**src/rtl/spi_shift_engine.sv**
```systemverilog
// spi_shift_engine: byte-serial SPI master shift engine.
// Pops bytes from the TX FIFO side, shifts them out MSB first on SPI_MOSI,
// shifts SPI_MISO into a receive register and pushes each byte to the RX
// FIFO side. CS stays low across back-to-back bytes so a multi-byte command
// forms one frame.
//
// Handshake: TX side is strict valid/ready. A byte transfers on the rising
// ACLK edge where TX_VALID & TX_READY are both high. TX_VALID may not depend
// on TX_READY. TX_READY is only offered in IDLE and on the last cycle of
// HOLD, and is forced low while RST is high. RX_VALID is a one-cycle push
// strobe with no back-pressure; RX_DATA holds the last received byte.
module spi_shift_engine #(
  parameter int CS_IDLE_HP = 1
) (
  input  logic       ACLK,
  input  logic       RST,
  input  logic       CPOL,
  input  logic       CPHA,
  input  logic [1:0] DIV,
  input  logic [7:0] TX_DATA,
  input  logic       TX_VALID,
  output logic       TX_READY,
  output logic [7:0] RX_DATA,
  output logic       RX_VALID,
  output logic       BUSY,
  output logic       SPI_SCK,
  output logic       SPI_MOSI,
  input  logic       SPI_MISO,
  output logic       SPI_CS
);

  typedef enum logic [2:0] {
    ST_IDLE     = 3'd0,
    ST_SETUP    = 3'd1,
    ST_SHIFT    = 3'd2,
    ST_HOLD     = 3'd3,
    ST_DEASSERT = 3'd4
  } state_t;

  state_t     state_q,    state_d;
  logic [2:0] hp_cnt_q,   hp_cnt_d;    // ACLK cycles left in this half-period
  logic [3:0] edge_cnt_q, edge_cnt_d;  // SCK edges done in SHIFT / half-periods in DEASSERT
  logic       cpol_q,     cpol_d;
  logic       cpha_q,     cpha_d;
  logic [1:0] div_q,      div_d;
  logic [7:0] tx_sr_q,    tx_sr_d;     // bit 7 drives MOSI
  logic [7:0] rx_sr_q,    rx_sr_d;
  logic [7:0] rx_data_q,  rx_data_d;
  logic       rx_valid_q, rx_valid_d;
  logic       cs_q,       cs_d;
  logic       sck_q,      sck_d;

  logic       hp_done;
  logic       tx_accept;
  logic       odd_edge;
  logic       sample_edge;
  logic       shift_edge;
  logic [7:0] rx_shift_in;

  // Half-period reload value: 2^div - 1 ACLK cycles after the current one.
  function automatic logic [2:0] hp_reload(input logic [1:0] div);
    logic [2:0] r;
    case (div)
      2'd0:    r = 3'd0;
      2'd1:    r = 3'd1;
      2'd2:    r = 3'd3;
      default: r = 3'd7;
    endcase
    return r;
  endfunction

  assign hp_done   = (hp_cnt_q == 3'd0);
  assign TX_READY  = ~RST & TX_VALID &
                     ((state_q == ST_IDLE) || ((state_q == ST_HOLD) && hp_done));
  assign tx_accept = TX_VALID & TX_READY;

  // The edge about to happen is number edge_cnt_q+1; odd edges are leading edges.
  assign odd_edge    = ~edge_cnt_q[0];
  assign sample_edge = cpha_q ? ~odd_edge : odd_edge;
  // CPHA=0 moves MOSI on trailing edges 2..14; CPHA=1 on leading edges 3..15
  // (edge 1 keeps bit 7, which was already placed in SETUP/HOLD).
  assign shift_edge  = cpha_q ? (odd_edge  && (edge_cnt_q != 4'd0))
                              : (~odd_edge && (edge_cnt_q != 4'd15));
  assign rx_shift_in = {rx_sr_q[6:0], SPI_MISO};

  // Next-state and datapath decode for the frame sequencer.
  always_comb begin
    state_d    = state_q;
    hp_cnt_d   = hp_done ? hp_reload(div_q) : (hp_cnt_q - 3'd1);
    edge_cnt_d = edge_cnt_q;
    cpol_d     = cpol_q;
    cpha_d     = cpha_q;
    div_d      = div_q;
    tx_sr_d    = tx_sr_q;
    rx_sr_d    = rx_sr_q;
    rx_data_d  = rx_data_q;
    rx_valid_d = 1'b0;
    cs_d       = cs_q;
    sck_d      = sck_q;

    case (state_q)
      ST_IDLE: begin
        cs_d     = 1'b1;
        sck_d    = CPOL;
        hp_cnt_d = hp_reload(DIV);
        if (tx_accept) begin
          state_d    = ST_SETUP;
          cpol_d     = CPOL;
          cpha_d     = CPHA;
          div_d      = DIV;
          tx_sr_d    = TX_DATA;
          cs_d       = 1'b0;
          edge_cnt_d = 4'd0;
        end
      end

      ST_SETUP: begin
        cs_d  = 1'b0;
        sck_d = cpol_q;
        if (hp_done) begin
          state_d    = ST_SHIFT;
          edge_cnt_d = 4'd0;
        end
      end

      ST_SHIFT: begin
        if (hp_done) begin
          sck_d      = ~sck_q;
          edge_cnt_d = edge_cnt_q + 4'd1;
          if (sample_edge) rx_sr_d = rx_shift_in;
          if (shift_edge)  tx_sr_d = {tx_sr_q[6:0], 1'b0};
          if (edge_cnt_q == 4'd15) begin
            state_d    = ST_HOLD;
            sck_d      = cpol_q;
            edge_cnt_d = 4'd0;
            rx_data_d  = sample_edge ? rx_shift_in : rx_sr_q;
            rx_valid_d = 1'b1;
          end
        end
      end

      ST_HOLD: begin
        if (hp_done) begin
          edge_cnt_d = 4'd0;
          if (tx_accept) begin
            state_d = ST_SHIFT;
            tx_sr_d = TX_DATA;
          end else begin
            state_d = ST_DEASSERT;
            cs_d    = 1'b1;
            sck_d   = cpol_q;
          end
        end
      end

      ST_DEASSERT: begin
        cs_d  = 1'b1;
        sck_d = cpol_q;
        if (hp_done) begin
          if (edge_cnt_q == 4'(CS_IDLE_HP - 1)) begin
            state_d    = ST_IDLE;
            edge_cnt_d = 4'd0;
          end else begin
            edge_cnt_d = edge_cnt_q + 4'd1;
          end
        end
      end

      default: begin
        state_d = ST_IDLE;
        cs_d    = 1'b1;
      end
    endcase
  end

  // State and output registers; reset aborts any frame on the next edge.
  always_ff @(posedge ACLK) begin
    if (RST) begin
      state_q    <= ST_IDLE;
      hp_cnt_q   <= 3'd0;
      edge_cnt_q <= 4'd0;
      cpol_q     <= 1'b0;
      cpha_q     <= 1'b0;
      div_q      <= 2'd0;
      tx_sr_q    <= 8'd0;
      rx_sr_q    <= 8'd0;
      rx_data_q  <= 8'd0;
      rx_valid_q <= 1'b0;
      cs_q       <= 1'b1;
      sck_q      <= 1'b0;
    end else begin
      state_q    <= state_d;
      hp_cnt_q   <= hp_cnt_d;
      edge_cnt_q <= edge_cnt_d;
      cpol_q     <= cpol_d;
      cpha_q     <= cpha_d;
      div_q      <= div_d;
      tx_sr_q    <= tx_sr_d;
      rx_sr_q    <= rx_sr_d;
      rx_data_q  <= rx_data_d;
      rx_valid_q <= rx_valid_d;
      cs_q       <= cs_d;
      sck_q      <= sck_d;
    end
  end

  assign BUSY     = (state_q != ST_IDLE);
  assign RX_DATA  = rx_data_q;
  assign RX_VALID = rx_valid_q;
  assign SPI_CS   = cs_q;
  assign SPI_SCK  = sck_q;
  assign SPI_MOSI = tx_sr_q[7];

endmodule

```
**config.mk**
```make
export PLATFORM = sky130hd
export DESIGN_NAME = spi_shift_engine
export DESIGN_NICKNAME = d
export VERILOG_FILES = /design/src/rtl/spi_shift_engine.sv
export SDC_FILE = /design/constraint.sdc
export NUM_CORES = 1
export LEC_CHECK = 0
export ABC_AREA = 0
export CORE_UTILIZATION = 30
export DETAILED_ROUTE_END_ITERATION = 7
export HOLD_SLACK_MARGIN = 0.08
export PLACE_DENSITY = 0.55
export SYNTH_ARGS = -nofsm -noshare
export SYNTH_HDL_FRONTEND = slang
export SYNTH_SLANG_ARGS = --single-unit
```
**constraint.sdc**
```tcl
create_clock -name ACLK -period 4.3 [get_ports ACLK]
set_input_delay 1.29 -clock ACLK [delete_from_list [all_inputs] [get_ports ACLK]]
set_output_delay 1.29 -clock ACLK [all_outputs]
set_load 0.05 [all_outputs]
```
# Yosys cells after proc, flatten, opt, wreduce, memory -nomap -nowiden
# Index checks and enable logic that the tools add are counted.
# totals
ff_bits	41
input_bits	16
out_inout_bits	14
word_cells	105
# classes
add_sub_neg	2
eq_ne	20
muxes	38
bitwise_logic	8
reduce_logical	25
# op_table
operator	n
$mux W8	5
$mux W3	10
$mux W4	6
$pmux W8 S3	1
$ne A2 B2 Y1 const B	9
$pmux W3 S3	2
$pmux W4 S4	1
$pmux W3 S5	1
$reduce_bool A4 Y1	3
$mux W1	10
$pmux W1 S4	2
$reduce_and A4 Y1	2
$reduce_and A7 Y1	1
$eq A3 B2 Y1 const B	2
$logic_not A3 Y1	2
$reduce_and A3 Y1	2
$reduce_bool A3 Y1	2
$not A1 Y1	5
$reduce_and A5 Y1	1
$add A4 B1 Y4 const B	1
$eq A2 B1 Y1 const B	2
$eq A2 B2 Y1 const B	2
$eq A4 B4 Y1 const B	1
$logic_not A2 Y1	2
other kinds (12)	18

# Logic depth before layout (Yosys ltp)
# Gate-level depths: netlist (run 1).
# logic_depth
word_depth	8
depth_mapped	8
mapped_depth_nobuf	6

# Worst setup path before layout (run 1)
# No wires, ideal clock.
# synth_timing
path_kind	input -> output
start	in RST
end	out TX_READY
t_arrival_ps	2100
required_time_ps	3010
path_slack_ps	910
stages	3
path_buffers	1
cell_sequence	clkbuf_1 -> nor2_1 -> o211a_1
# synth_via
elab_chain_cells	3
# synth_lines
element	line_no	rtl
from (decl)	16	input logic RST,
$not A1 Y1	73	assign TX_READY = ~RST & TX_VALID &
$and A1 B1 Y1 (2 in series)	73	
to (decl)	22	output logic TX_READY,
# No other way between the ends.

# Worst setup path after layout (run 1)
# layout_timing
start	in TX_VALID
end	out TX_READY
# layout_via
elab_chain_cells	2
# layout_lines
element	line_no	rtl
from (decl)	21	input logic TX_VALID,
$and A1 B1 Y1 (2 in series)	73	
# No other way between the ends.

==> flow_summary_export.csv, run 1 <==
group,metric,value,unit
synth,syn_nets,267,
clock_tree,insertion_delay,0.29,ns
clock_tree,max-clock-path-buffers,2,
setup_path,crit_type,"input port to output pin",
global_route,antenna_found_initial,0,
pwr,irDropWorstVdd,0.182,mV
layout,drive_above_1_share,8.52,%
placed_design,gp_congestion,0.807,
clock_tree,cts.sinks,41,
floorplanning,die-area,7580,µm²
pwr,p_int,0.837,mW
timing,hold_violations,0,
clock_tree,cts_resized,0,
timing,fin_tns_setup,0,ns
pwr,seqPwrFrac,34.9,%
layout,finish.net_count,290,
synth,async_reset_ff_share,0,%
drt,wl_per_cell,13.2,µm
floorplanning,die_w,87.0,µm
setup_path,crit_arrival,2.35,ns
floorplanning,start_util,31.4,%
drt,drtIter0Drc,100,
worst_hold_path,worstHoldPathType,"flip-flop to flip-flop",
pwr,switchingPower,0.556,mW
clock_tree,h-tree-depth,2,
global_route,grt_pass1_vias,1663,
drt,first_pass_iters,4,
timing,worst_slew_pin_slew,0.703,ns
setup_path,crit_chain,"clkdlybuf4s50_1, o211a_1, buf_12",
synth,synth_seq_area_share,37.8,%
synth,synth_edf_count,0,
timing,timing.fmax,274,MHz
setup_path,end_kind,"output pin",
clock_tree,path_clk_slew,0.08,ns
pwr,leakage,1.03,nW
setup_path,crit_buf_inv,2,
placed_design,hpwl,3.21,mm
setup_path,cp.required,3.01,ns
setup_path,start_kind,"input port",
layout,antenna_cells,0,
setup_path,path_max_fanout,8,
global_route,overflow,0,
pwr,switching_share,39.9,%
pwr,cellPowerDensity,529,nW/µm²
global_route,grt_max_degree,47,
setup_path,slowest_delay,0.60,ns
synth,avgSynthCellArea,8.78,µm²
drt,routed_wl,4.85,mm
run_status,outcome,"finished clean",
timing,slew_headroom,53.0,%
clock_tree,root_buffer,"clkbuf_8",
clock_tree,cts_buffers,5,
floorplanning,num_rows,30,
floorplanning,ioPinCount,30,
synth,synth_ff_type,"dfxtp_1",
placed_design,dp_slack,0.662,ns
timing,setup_viol,0,
timing,finalCriticalPeriod,3.64,ns
synth,syn_inst,247,
global_route,grt_pass1_wl,7.94,mm
synth,syn_area,2170,µm²
clock_tree,cts_setup_buffers,0,
drt,route.detailed.drc,0,
floorplanning,die_y,87.0,µm
synth,synth_seq_cells,41,
synth,synth_cell_types,49,
pwr,p_comb_share,43.5,%
setup_path,slowest_stage,"clkdlybuf4s50_1",
setup_path,critPathTopFamily,"buffers and inverters",
clock_tree,hold_buffers,0,
pwr,p_clk_share,21.6,%
layout,utilization,38.1,%
drt,ant_nets,0,
job,drv_cap,0,
timing,rsz0062_at_grt,"false",
placed_design,io_buffers,29,
global_route,grt_use_total,13.3,%
layout,area_delta_synth_final,21.3,%
drt,num_vias,1816,
floorplanning,core-area,6910,µm²
timing,skew,0.00897,ns
drt,via_per_inst,4.96,
synth,yosysWarnings,0,
timing,min_period_over_period,84.7,%
timing,slew_violations,0,
pwr,power.total,1.39,mW
clock_tree,cts_tree,"built",
timing,finalWorstSetupSlack,0.656,ns
-- power groups by stage --
stage	combinational, mW	clock (mW)	sequential [mW]
2_1_floorplan	0.465	0	0.494
3_3_place_gp	0.608	0	0.494
3_5_place_dp	0.607	0	0.493
4_1_cts	0.609	0.314	0.485
5_1_grt	0.667	0.326	0.493
6_report	0.606	0.301	0.486
-- stage by stage --
step | area [µm²] | hold slack, ns | instances
final | 2630 | 0.473 | 366
after global routing | 2630 | 0.495 | 366
after CTS | 2630 | 0.482 | 366
after detailed placement | 2530 | 0.469 | 359
after global placement | 2530 | 0.452 | 359
after floorplan | 2170 | 0.438 | 247
-- final timing paths --
path	from	endpoint	slack (ns)	depth (start not counted)
setup / recovery	TX_VALID	TX_READY	0.66	3
hold / removal	tx_sr_q[0]	tx_sr_q[0]	0.47	2
setup reg to reg	hp_cnt_q[0]	state_q[0]	2.12	6
hold reg to reg	tx_sr_q[0]	tx_sr_q[0]	0.47	2
-- tightest hold or removal path, cell delays in order (launching register included) --
cell and delay, ns:
dfxtp_1 0.32, nand2_1 0.05, mux2i_1 0.06
-- placed cells by master (no fill, tap or decap), types with 5 or more instances in the layout --
| cell | synthesis | routed |
|---|---|---|
| dfxtp_1 | 41 | 41 |
| clkdlybuf4s50_1 | 0 | 28 |
| nand2_1 | 26 | 26 |
| nor2_1 | 22 | 22 |
| a21oi_1 | 17 | 17 |
| mux2i_1 | 17 | 17 |
| nor2b_1 | 12 | 12 |
| a211oi_1 | 10 | 10 |
| inv_1 | 8 | 8 |
| o21ai_0 | 8 | 8 |
| mux2_1 | 7 | 7 |
| nand3_1 | 5 | 5 |
| a31o_2 | 5 | 5 |
| clkbuf_8 | 0 | 5 |
-- routing by layer --
metal	routed length, µm	vias up	global-route usage, %
met3	246	7	2.56
met5	0	-	0
met1	2470	831	18.4
li1	-	933	-
met4	58	0	4.55
met2	2070	45	20.6
-- area by class of cell --
type / count / area, µm²
Clock buffer: 5 / 68.8
Tap cell: 96 / 120
Clock inverter: 2 / 35.0
Fill cell: 732 / 4270
Timing Repair Buffer: 33 / 330
Inverter: 8 / 30.0
Sequential cell: 41 / 821
Multi-Input combinational cell: 181 / 1230
-- synth_stat cells, types with 3 or more instances --
master	number	area [µm²]
nand3_1	5	25.0
a31o_2	5	43.8
nor2_1	22	82.6
a21oi_1	17	85.1
mux2_1	7	78.8
mux2i_1	17	170
ha_1	4	50.1
nand2_1	26	97.6
inv_1	8	30.0
dfxtp_1	41	821
buf_6	3	33.8
o21ai_0	8	40.0
nor2b_1	12	75.1
buf_2	4	20.0
o211ai_1	3	22.5
nand4_1	4	25.0
clkbuf_1	9	33.8
and3_1	4	25.0
a211oi_1	10	75.1
-- flip-flops by register name, summed over array words and instances (netlist names) --
| register | count |
|---|---|
| RX_DATA | 8 |
| RX_VALID | 1 |
| SPI_CS | 1 |
| SPI_SCK | 1 |
| cpha_q | 1 |
| cpol_q | 1 |
| div_q | 2 |
| edge_cnt_q | 4 |
| hp_cnt_q | 3 |
| rx_sr_q | 8 |
| state_q | 3 |
| tx_sr_q | 8 |
-- cells by family after synthesis --
kind of cell / after synthesis / synth area share, %
AOI/OAI and AO/OA: 61 / 20.2
xor gates and xnor gates: 2 / 1.15
adders and majority gates: 4 / 2.31
buffers and inverters: 25 / 5.59
DFF: 41 / 37.8
muxes: 24 / 11.5
and+or+nand+nor: 90 / 21.4
Power figures use the tool's default switching activity.
==> run 2: changes to the inputs <==
PLACE_DENSITY = 0.57   (was 0.55)
clock period = 3 ns   (was 4.3 ns; I/O delays follow)
==> run 2 against run 1 <==
  * Clock skew increased by 0.0031 ns
  * Via count increased by 1.6%
  * Clock power up 58%
  * Flip-flop and latch count stayed put
  * Clock-buffer cell count grew 1
  * Register-to-register slack got worse by 1.3 ns
  * Worst hold slack improved by 0.0043 ns
  * Core utilization rose by 1.0 points
  * Largest power group unchanged
  * Final area is 2.7% higher
  * Final cell count up 1.9%
  * Global-route usage is essentially flat
  * First-iteration DRC count increased by 13%
==> flow_summary_export.csv, run 2 (synthesized netlist as in run 1, its figures left out) <==
group,metric,value,unit
floorplanning,core-area,6910,µm²
clock_tree,h-tree-depth,2,
drt,wl_per_cell,12.8,µm
placed_design,hpwl,3.18,mm
timing,hold_violations,0,
pwr,switching_share,39.5,%
timing,finalWorstSetupSlack,0.132,ns
pwr,cellPowerDensity,766,nW/µm²
worst_hold_path,worstHoldPathType,"flip-flop to flip-flop",
pwr,switchingPower,0.818,mW
setup_path,slowest_delay,0.47,ns
global_route,antenna_found_initial,0,
layout,fin_cells,373,
global_route,grt_use_total,13.3,%
placed_design,dp_slack,0.0971,ns
pwr,p_int,1.25,mW
timing,skew,0.0121,ns
clock_tree,cts_buffers,5,
floorplanning,num_rows,30,
timing,rsz0062_at_grt,"false",
pwr,seqPwrFrac,33.2,%
layout,drive_above_1_share,11.2,%
timing,slew_violations,0,
floorplanning,die-area,7580,µm²
layout,finish.net_count,296,
pwr,irDropWorstVdd,0.233,mV
global_route,grt_pass1_vias,1709,
setup_path,start_kind,"input port",
setup_path,crit_chain,"clkdlybuf4s50_1, nor2_1, o211a_1, buf_12",
setup_path,critPathTopFamily,"buffers and inverters",
drt,via_per_inst,4.95,
drt,route.detailed.drc,0,
layout,final_cell_mix,"dfxtp_1, clkdlybuf4s50_1, nand2_1",
timing,worst_slew_pin_slew,0.554,ns
setup_path,crit_arrival,1.97,ns
floorplanning,die_y,87.0,µm
drt,routed_wl,4.78,mm
timing,finalCriticalPeriod,2.87,ns
drt,first_pass_iters,4,
floorplanning,die_w,87.0,µm
job,drv_cap,0,
setup_path,cp.required,2.10,ns
clock_tree,path_clk_slew,0.08,ns
placed_design,dpl.cell_count,365,
clock_tree,cts_resized,0,
pwr,leakage,1.07,nW
setup_path,slowest_stage,"clkdlybuf4s50_1",
clock_tree,max-clock-path-buffers,2,
global_route,grt_pass1_wl,7.96,mm
layout,utilization,39.1,%
global_route,grt_max_degree,47,
placed_design,gp_congestion,0.822,
clock_tree,hold_buffers,0,
setup_path,crit_type,"input port to output pin",
timing,timing.fmax,349,MHz
layout,stdcell_area,2700,µm²
drt,num_vias,1845,
layout,area_delta_synth_final,24.6,%
drt,drtIter0Drc,113,
timing,slew_headroom,63.0,%
drt,ant_nets,0,
global_route,overflow,0,
setup_path,crit_buf_inv,2,
run_status,outcome,"finished clean",
clock_tree,insertion_delay,0.30,ns
clock_tree,root_buffer,"clkbuf_8",
clock_tree,cts.sinks,41,
layout,antenna_cells,0,
placed_design,place_area,2580,µm²
floorplanning,ioPinCount,30,
timing,min_period_over_period,95.6,%
pwr,p_comb_share,43.9,%
pwr,p_clk_share,23.0,%
placed_design,io_buffers,29,
layout,layout_commonest_cell,"dfxtp_1",
floorplanning,start_util,31.4,%
setup_path,end_kind,"output pin",
setup_path,path_max_fanout,2,
clock_tree,cts_tree,"built",
timing,fin_tns_setup,0,ns
timing,setup_viol,0,
clock_tree,cts_setup_buffers,0,
## run 2: cell types whose count changed in the layout (fill, tap and decap cells not counted)
cell and change:
clkinvlp_4 +1, clkbuf_8 +1, clkinv_2 -1, buf_12 +1, clkdlybuf4s50_1 -1, buf_4 +6
## run 2: layout make-up
class / instances / area, µm²
Sequential cell: 41 / 821
Timing Repair Buffer: 39 / 385
Multi-Input combinational cell: 181 / 1230
Fill cell: 741 / 4200
Inverter: 8 / 30.0
Clock inverter: 2 / 37.5
Tap cell: 96 / 120
Clock buffer: 6 / 82.6
## run 2: metal layers
layer	wire, µm	track usage (%)	up-vias
li1	-	-	951
met1	2430	17.7	852
met2	2060	21.2	38
met3	261	3.98	4
met4	29	3.18	0
met5	0	0	-
## run 2: metrics by stage
step,power (mW),hold slack [ns]
3_3_place_gp,1.60,0.449
5_1_grt,2.20,0.504
2_1_floorplan,1.38,0.438
6_report,2.07,0.477
3_5_place_dp,1.60,0.471
4_1_cts,2.08,0.484
## run 2: path summary, 6_finish.rpt
| check | from | end | slack, ns | cells past startpoint |
|---|---|---|---|---|
| worst min-delay path | tx_sr_q[0] | tx_sr_q[0] | 0.48 | 2 |
| worst max register to register | edge_cnt_q[0] | tx_sr_q[6] | 0.87 | 5 |
| worst min register to register | tx_sr_q[0] | tx_sr_q[0] | 0.48 | 2 |
| worst max-delay path | RST | TX_READY | 0.13 | 4 |
## run 2: power groups by stage
stage / registers [mW] / logic, mW / clock network [mW]
final: 0.687 / 0.909 / 0.476
after global routing: 0.699 / 0.987 / 0.513
after CTS: 0.686 / 0.908 / 0.489
after detailed placement: 0.699 / 0.904 / 0
after global placement: 0.699 / 0.904 / 0
after floorplan: 0.709 / 0.667 / 0
## run 2: tightest hold or removal path, stage by stage, from the launching register on
cell	delay (ns)
dfxtp_1	0.32
nand2_1	0.05
mux2i_1	0.06
